[src/rtl/module_mult_booth_seq.sv]
//------------------------------------------------------------------------------
// module_mult_booth_seq
// Self-timed sequential radix-2 Booth multiplier with valid/ready handshakes.
// Optional MULT_BOOTH_UNSIGNED_EN adds the is_signed port for unsigned operands.
// Revision: 1.0
//------------------------------------------------------------------------------
`default_nettype none

module module_mult_booth_seq #(
    parameter int N = 8
) (
    input  logic           clk,
    input  logic           rst,
    input  logic           in_valid,
    output logic           in_ready,
    input  logic [N-1:0]   A,
    input  logic [N-1:0]   B,
`ifdef MULT_BOOTH_UNSIGNED_EN
    input  logic           is_signed,
`endif
    output logic           out_valid,
    input  logic           out_ready,
    output logic [2*N-1:0] Y,
    output logic           busy,
    output logic [1:0]     Q_LSB
);

    localparam int W  = N + 1;
    localparam int CW = $clog2(W + 1);
    localparam logic [CW-1:0] CNT_INIT = CW'(W);
    localparam logic [CW-1:0] CNT_ONE  = CW'(1);

    typedef enum logic [1:0] {
        S_IDLE = 2'd0,
        S_CALC = 2'd1,
        S_DONE = 2'd2
    } state_t;

    state_t          state;
    state_t          state_nxt;
    logic [W-1:0]    hq;
    logic [W-1:0]    lq;
    logic [W-1:0]    mreg;
    logic            q_1;
    logic [CW-1:0]   cnt;
    logic            ext_sign;
    logic            accept;
    logic            last_step;
    logic [W-1:0]    sum;
    logic [2*W-1:0]  shifted;

`ifdef MULT_BOOTH_UNSIGNED_EN
    assign ext_sign = is_signed;
`else
    assign ext_sign = 1'b1;
`endif

    assign accept    = in_valid && in_ready;
    assign last_step = (state == S_CALC) && (cnt == CNT_ONE);
    assign Q_LSB     = {lq[0], q_1};

    always_comb begin
        sum = hq;
        case ({lq[0], q_1})
            2'b01:   sum = hq + mreg;
            2'b10:   sum = hq - mreg;
            default: sum = hq;
        endcase
    end

    // Arithmetic right shift of {HQ,LQ,Q_1}; the bit falling out of LQ becomes Q_1.
    assign shifted = {sum[W-1], sum, lq[W-1:1]};

    always_ff @(posedge clk or negedge rst) begin
        if (!rst) begin
            state <= S_IDLE;
        end else begin
            state <= state_nxt;
        end
    end

    always_comb begin
        state_nxt = state;
        in_ready  = 1'b0;
        out_valid = 1'b0;
        busy      = 1'b1;
        case (state)
            S_IDLE: begin
                busy     = 1'b0;
                in_ready = rst;
                if (accept) begin
                    state_nxt = S_CALC;
                end
            end
            S_CALC: begin
                if (last_step) begin
                    state_nxt = S_DONE;
                end
            end
            S_DONE: begin
                out_valid = 1'b1;
                if (out_ready) begin
                    state_nxt = S_IDLE;
                end
            end
            default: begin
                state_nxt = S_IDLE;
            end
        endcase
    end

    always_ff @(posedge clk or negedge rst) begin
        if (!rst) begin
            hq   <= '0;
            lq   <= '0;
            mreg <= '0;
            q_1  <= 1'b0;
            cnt  <= '0;
            Y    <= '0;
        end else if (state == S_IDLE) begin
            if (accept) begin
                mreg <= {A[N-1] & ext_sign, A};
                lq   <= {B[N-1] & ext_sign, B};
                hq   <= '0;
                q_1  <= 1'b0;
                cnt  <= CNT_INIT;
            end
        end else if (state == S_CALC) begin
            hq  <= shifted[2*W-1:W];
            lq  <= shifted[W-1:0];
            q_1 <= lq[0];
            cnt <= cnt - CNT_ONE;
            if (last_step) begin
                Y <= shifted[2*N-1:0];
            end
        end
    end

endmodule

`default_nettype wire

[config.mk]
export PLATFORM = sky130hd
export DESIGN_NAME = module_mult_booth_seq
export DESIGN_NICKNAME = d
export VERILOG_FILES = /design/src/rtl/module_mult_booth_seq.sv
export SDC_FILE = /design/constraint.sdc
export NUM_CORES = 1
export LEC_CHECK = 0
export ABC_CLOCK_PERIOD_IN_PS = 2700
export CAP_MARGIN = 25
export CORE_ASPECT_RATIO = 0.7
export CORE_UTILIZATION = 48
export DETAILED_ROUTE_END_ITERATION = 8
export PLACE_DENSITY = 0.8
export RECOVER_POWER = 100
export SYNTH_ARGS = -nofsm -noshare
export SYNTH_HDL_FRONTEND = slang
export SYNTH_SLANG_ARGS = --single-unit
[constraint.sdc]
create_clock -name clk -period 2.7 [get_ports clk]
set_input_delay 0.54 -clock clk [delete_from_list [all_inputs] [get_ports clk]]
set_output_delay 0.54 -clock clk [all_outputs]
set_load 0.01 [all_outputs]
; After elaboration in Yosys (flattened, before gate mapping)
; Cells that the tools add are included.
[totals]
reg_bits = 49
latch_bits = 0
ram_bits = 0
romBits = 0
in_bits = 20
output_inout_bits = 21
word_cells = 47
mem_count = 0
[op_classes]
add_sub_neg = 3
multipliers = 0
n_div = 0
order_cmp = 0
n_eq_ne = 8
shifts = 0
mux = 20
bitwise = 1
reduce_logical = 8
[op_table]
columns = op, count
row1 = 9-bit two-way mux, 6
row2 = 9-bit case mux with 2 select lines, 1
row3 = 4-bit two-way mux, 3
row4 = 9-bit adder, 1
row5 = 9-bit subtractor, 1
row6 = 1-bit two-way mux, 6
row7 = 2-bit two-way mux, 3
row8 = 2-bit inequality test (second input constant), 3
row9 = 2-bit case mux with 3 select lines, 1
row10 = 3-bit AND reduction, 2
row11 = 2-bit by 1-bit == test with 1-bit output (second input constant), 2
row12 = 2-bit == test (second input constant), 2
row13 = 4-bit by 1-bit == test with 1-bit output (second input constant), 1
row14 = 2-bit AND reduction, 2
row15 = 4-bit by 1-bit subtractor with 4-bit output (second input constant), 1
row16 = 1-bit logical AND, 2
row17 = 2-bit zero test, 1
row18 = 2-bit nonzero test, 1
row19 = 1-bit NOT, 1

; Depth between registers and ports, before layout
[logic_depth]
ltp_word = 5
ltp_mapped = 12
depth_no_buf = 11

; Worst setup path before layout
; OpenSTA, ideal clock, no wires.
[synth_path]
kind = flip-flop to flip-flop
start = register q_1
end = register hq[7]
setup_time_ns = 0.087
arrival_time_ns = 2.580
required_ns = 2.613
setup_slack_ns = 0.034
path_stages_with_launch = 12
n_path_buf = 1
period_less_slack_ns = 2.666
cell_sequence = dfrtp_1 > inv_1 > ha_1 > clkbuf_1 > mux2_2 > fa_1 > nor2b_4 > o31a_1 > o21a_1 > o211ai_1 > a2111o_1 > o211ai_1
[synth_between]
elab_chain_len = 4
word_cells_on_any_way = 5
classes_between = eq/ne (2) / mux (3)
[synth_rtl]
columns = item, line
row1 = "start, declared", 44  ; logic q_1;
row2 = "start signal, assigned", 131  ; q_1 <= lq[0];
row3 = 2-bit == test or 2-bit by 1-bit == test with 1-bit output (tied branches), 64  ; case ({lq[0], q_1})
row4 = 9-bit case mux with 2 select lines *, 64
row5 = 9-bit two-way mux *, 128  ; end else if (state == S_CALC) begin
row6 = 9-bit two-way mux *, 120  ; end else if (state == S_IDLE) begin
row7 = "end signal, assigned", 129  ; hq <= shifted[2*W-1:W];
row8 = "end, declared", 41  ; logic [W-1:0] hq;
; Every way passes the cells marked *; elsewhere a longest branch is shown, timed or not. The select of a mux whose other input is x is not followed.
; A chain may end at the register's enable or synchronous reset.

; Worst setup path after layout
[layout_path]
start = register mreg[0]
end = register hq[7]
[layout_between]
elab_chain_len = 4
word_cells_on_any_way = 5
classes_between = add/sub (2) / mux (3)
[layout_rtl]
columns = item, line
row1 = "start, declared", 43  ; logic [W-1:0] mreg;
row2 = "start signal, assigned", 122  ; mreg <= {A[N-1] & ext_sign, A};
row3 = 9-bit subtractor or 9-bit adder (tied branches), "66, 65"
row4 = 9-bit case mux with 2 select lines *, 64
row5 = 9-bit two-way mux *, 128
row6 = 9-bit two-way mux *, 120
; Marks and branches as above.

==> key figures <==
Run status
  • Outcome: complete, no violations

Setup path
  • Critical path fanouts, max: 4
  • Reg2reg path depth: 10
  • Type of origin of the critical path: register
  • Reg-to-Reg Start: mreg[0]
  • Crit Path Category: reg2reg
  • Required time of the critical path: 2.92 ns
  • Crit path max-delay family: compound AO/OA/AOI/OAI gates
  • Critical Path AT: 2.85 ns
  • CP endpoint kind: register
  • Largest stage delay, worst path: 0.43 ns
  • Worst R2R Setup Slack: 0.07 ns
  • Buf/Inv on CP: 1
  • CP cell instances: inv_2, ha_4, mux2_4, fa_2, nor2b_4, o31a_1, o21a_1, o211ai_1, a2111o_1, o211ai_1
  • Crit-path slowest cell: dfrtp_1
  • FF-to-FF End: hq[7]
  • Most frequent CP cell: o211ai_1

Global route
  • Initial antenna violation count: 0
  • Overall routing resource usage: 21.3%
  • Vias in the first global route: 1891
  • GRT overflow: 0
  • Global-route wire length before repair: 9050 µm
  • Largest net degree at the start of global routing: 49

Floorplanning
  • Row count: 21
  • I/O pins: 41
  • Die Area: around 0.0055 mm²
  • Die width: 88.2 µm
  • Core box area: between 0.004 and 0.005 mm²
  • Chip Height: 62.3 µm
  • Initial Util: around 50%

STA
  • Final Max Tran Viols: 0
  • Clock skew: 0.0107 ns
  • Relative slew slack: between 20 and 25%
  • Setup violators final: 0
  • RSZ-0062 raised after global routing: yes
  • Max Clk Rate: 380 MHz
  • Worst slew pin tran: 1.16 ns
  • Hold Vio Cnt, Final: 0
  • Min cycle time layout: 2.63 ns
  • Final Cycle Share: a little over nine tenths
  • Setup TNS: 0 ns

Yosys
  • Synth Flop Type: dfrtp_1
  • Adder-cell area share of the yosys netlist: 6.82%
  • Synthesized flop and latch total: 48
  • Synth cell types: 41
  • Syn nets: around 290
  • Post-synthesis compound-gate area fraction: approximately 16%
  • Post-synthesis sequential area ratio: 48.2%
  • Cell area after synthesis: roughly 0.0025 mm²
  • Syn Inst Count: 260
  • Mux contribution to synthesized area: 4.92%
  • Largest family of logic cells by synthesized area: simple AND/OR/NAND/NOR gates
  • Syn_area_per_cell: approximately 9.6 µm²
  • Async set or reset register ratio after synthesis: 100%
  • Xor-xnor portion of the synthesized cell area: a little under 4%
  • Post-synth EDFFs: 0
  • YS warnings: 0
  • Synth Area in Simple Gates: 16.0%

Clock tree
  • CTS HTree Levels: 2
  • Root Buffer: clkbuf_8
  • Hold_buf cts: 0
  • Total clock sinks: 48
  • CTS tree: built
  • Num CTS Buffers: 5
  • Clock Path Buffers: 2
  • Clock-pin slew on the worst setup and hold paths: ~0.09 ns
  • Clock latency on the worst-skew pair: approximately 0.30 ns

Drt
  • DRT iter0 DRCs: 95
  • Routed wire length: 5540 µm
  • Routed vias/inst: 5.40
  • DR WL/cell: ~15 µm
  • TritonRoute pass-1 iters: 4
  • Via count: 2032
  • DRC viols: 0
  • Antenna Violating Nets Remaining: 0

Layout
  • Fin nets: 339
  • Antenna Diode Count: 0
  • Synth-to-Final Area Change: 26.8%
  • Commonest non-fill, non-tap cell in the layout: dfrtp_1
  • Layout cells sized above 1: 12.7%
  • Most frequent cells in the layout: dfrtp_1, nand2_1, dlygate4sd3_1
  • Post-Route Utilization: around two thirds

Power
  • Maximum vdd drop: a little under 600 µV
  • P per Cell Area: 1510 mW/mm²
  • Lkg Pwr: 1.46 nW

Worst hold path
  • Hold depth: 2
  • Hold endpoint: Y[10]
  • Worst Hold Launch: Y[10]
  • HP Class: reg2reg

Place
  • GPL Wtd Cong: 0.868
  • # port buffers: 40
  • Post-DP HPWL: ~3800 µm

Job
  • Max-Cap Viols: 0
synth_stat cells (all sizes together) (3+ instances only):
| library cell | instances | area share (%) |
|---|---|---|
| a21oi | 8 | 1.6 |
| a22oi | 7 | 2.1 |
| a31oi | 3 | 0.75 |
| buf | 5 | 1.2 |
| clkbuf | 9 | 1.4 |
| dfrtp | 48 | 48 |
| ha | 12 | 6.0 |
| inv | 12 | 1.8 |
| mux2 | 10 | 4.5 |
| nand2 | 47 | 7.1 |
| nand3 | 8 | 1.6 |
| nor2 | 13 | 2.0 |
| nor2b | 3 | 1.1 |
| nor3 | 4 | 0.80 |
| o21a | 7 | 2.1 |
| o21ai | 26 | 5.2 |
| o31a | 3 | 1.1 |
| xnor2 | 9 | 3.2 |
worst max-delay path by stage:
| stage | startpoint | to | slack, ns | cells past startpoint |
|---|---|---|---|---|
| 6_report | mreg[0] | hq[7] | 0.07 | 10 |
| 5_1_grt | lq[0] | hq[7] | -0.04 | 11 |
| 4_1_cts | q_1 | hq[7] | 0.04 | 10 |
| 3_5_place_dp | q_1 | hq[7] | -0.02 | 10 |
| 3_3_place_gp | q_1 | hq[7] | 0.10 | 10 |
| 2_1_floorplan | q_1 | hq[7] | 0.03 | 11 |
worst register-to-register path: stages (launching register included):
cell and delay, ns:
dfrtp_1 0.43, inv_2 0.09, ha_4 0.20, mux2_4 0.30, fa_2 0.42, nor2b_4 0.14
o31a_1 0.19, o21a_1 0.19, o211ai_1 0.15, a2111o_1 0.38, o211ai_1 0.08
repair_timing:
action                                 4_1_cts  5_1_grt
pin swaps                                    0        8
endpoints found under the hold margin        0        0
gates resized for setup                      2        8
buffers inserted                             0        6
setup endpoints to repair                    1        7
registers in the layout, indices dropped and copies added (netlist names):
name and flops:
q_1 1, hq 8, cnt 4, mreg 8
Y 16, state 2, lq 9
cells by family (layout without fill, tap and decap cells):
kind of cell	after synthesis	count (layout)
compound gates	63	63
xor+xnor	11	11
fa+ha+maj	13	13
buf+inv	26	73
flops	48	48
mux	11	11
simple gates	88	88
power by group:
group | switching, mW | internal, mW
registers | 0.279 | 1.06
logic | 1.49 | 1.40
clock network | 0.247 | 0.303
layer usage:
metal / global-route usage (%) / vias up / part of all wire (%)
met5: 0 / - / 0
li1: - / 985 / -
met3: 4.92 / 2 / 7.4
met2: 29.6 / 78 / 43
met1: 33.1 / 967 / 49
met4: 5.85 / 0 / 0.40
final cells by class:
cell class | instances | area, µm²
Sequential cell | 48 | 1200
Clock buffer | 6 | 82.6
Inverter | 12 | 45.0
Tap cell | 69 | 86.3
Fill cell | 416 | 1720
Clock inverter | 2 | 38.8
Timing Repair Buffer | 53 | 482
Multi-Input combinational cell | 186 | 1230
through the flow:
step / hold WS (ns) / setup slack (ns) / instance area, µm² / instances / power (mW)
floorplan: 0.244 / 0.0338 / 2490 / 260 / 3.25
global placement: 0.460 / 0.104 / 2970 / 362 / 3.92
detailed placement: 0.470 / -0.0151 / 2970 / 362 / 4.04
CTS: 0.447 / 0.0419 / 3090 / 370 / 4.62
global route: 0.507 / -0.0414 / 3160 / 376 / 5.17
finish: 0.479 / 0.0690 / 3160 / 376 / 4.78
Note: power is estimated with default switching activity, not from simulation.
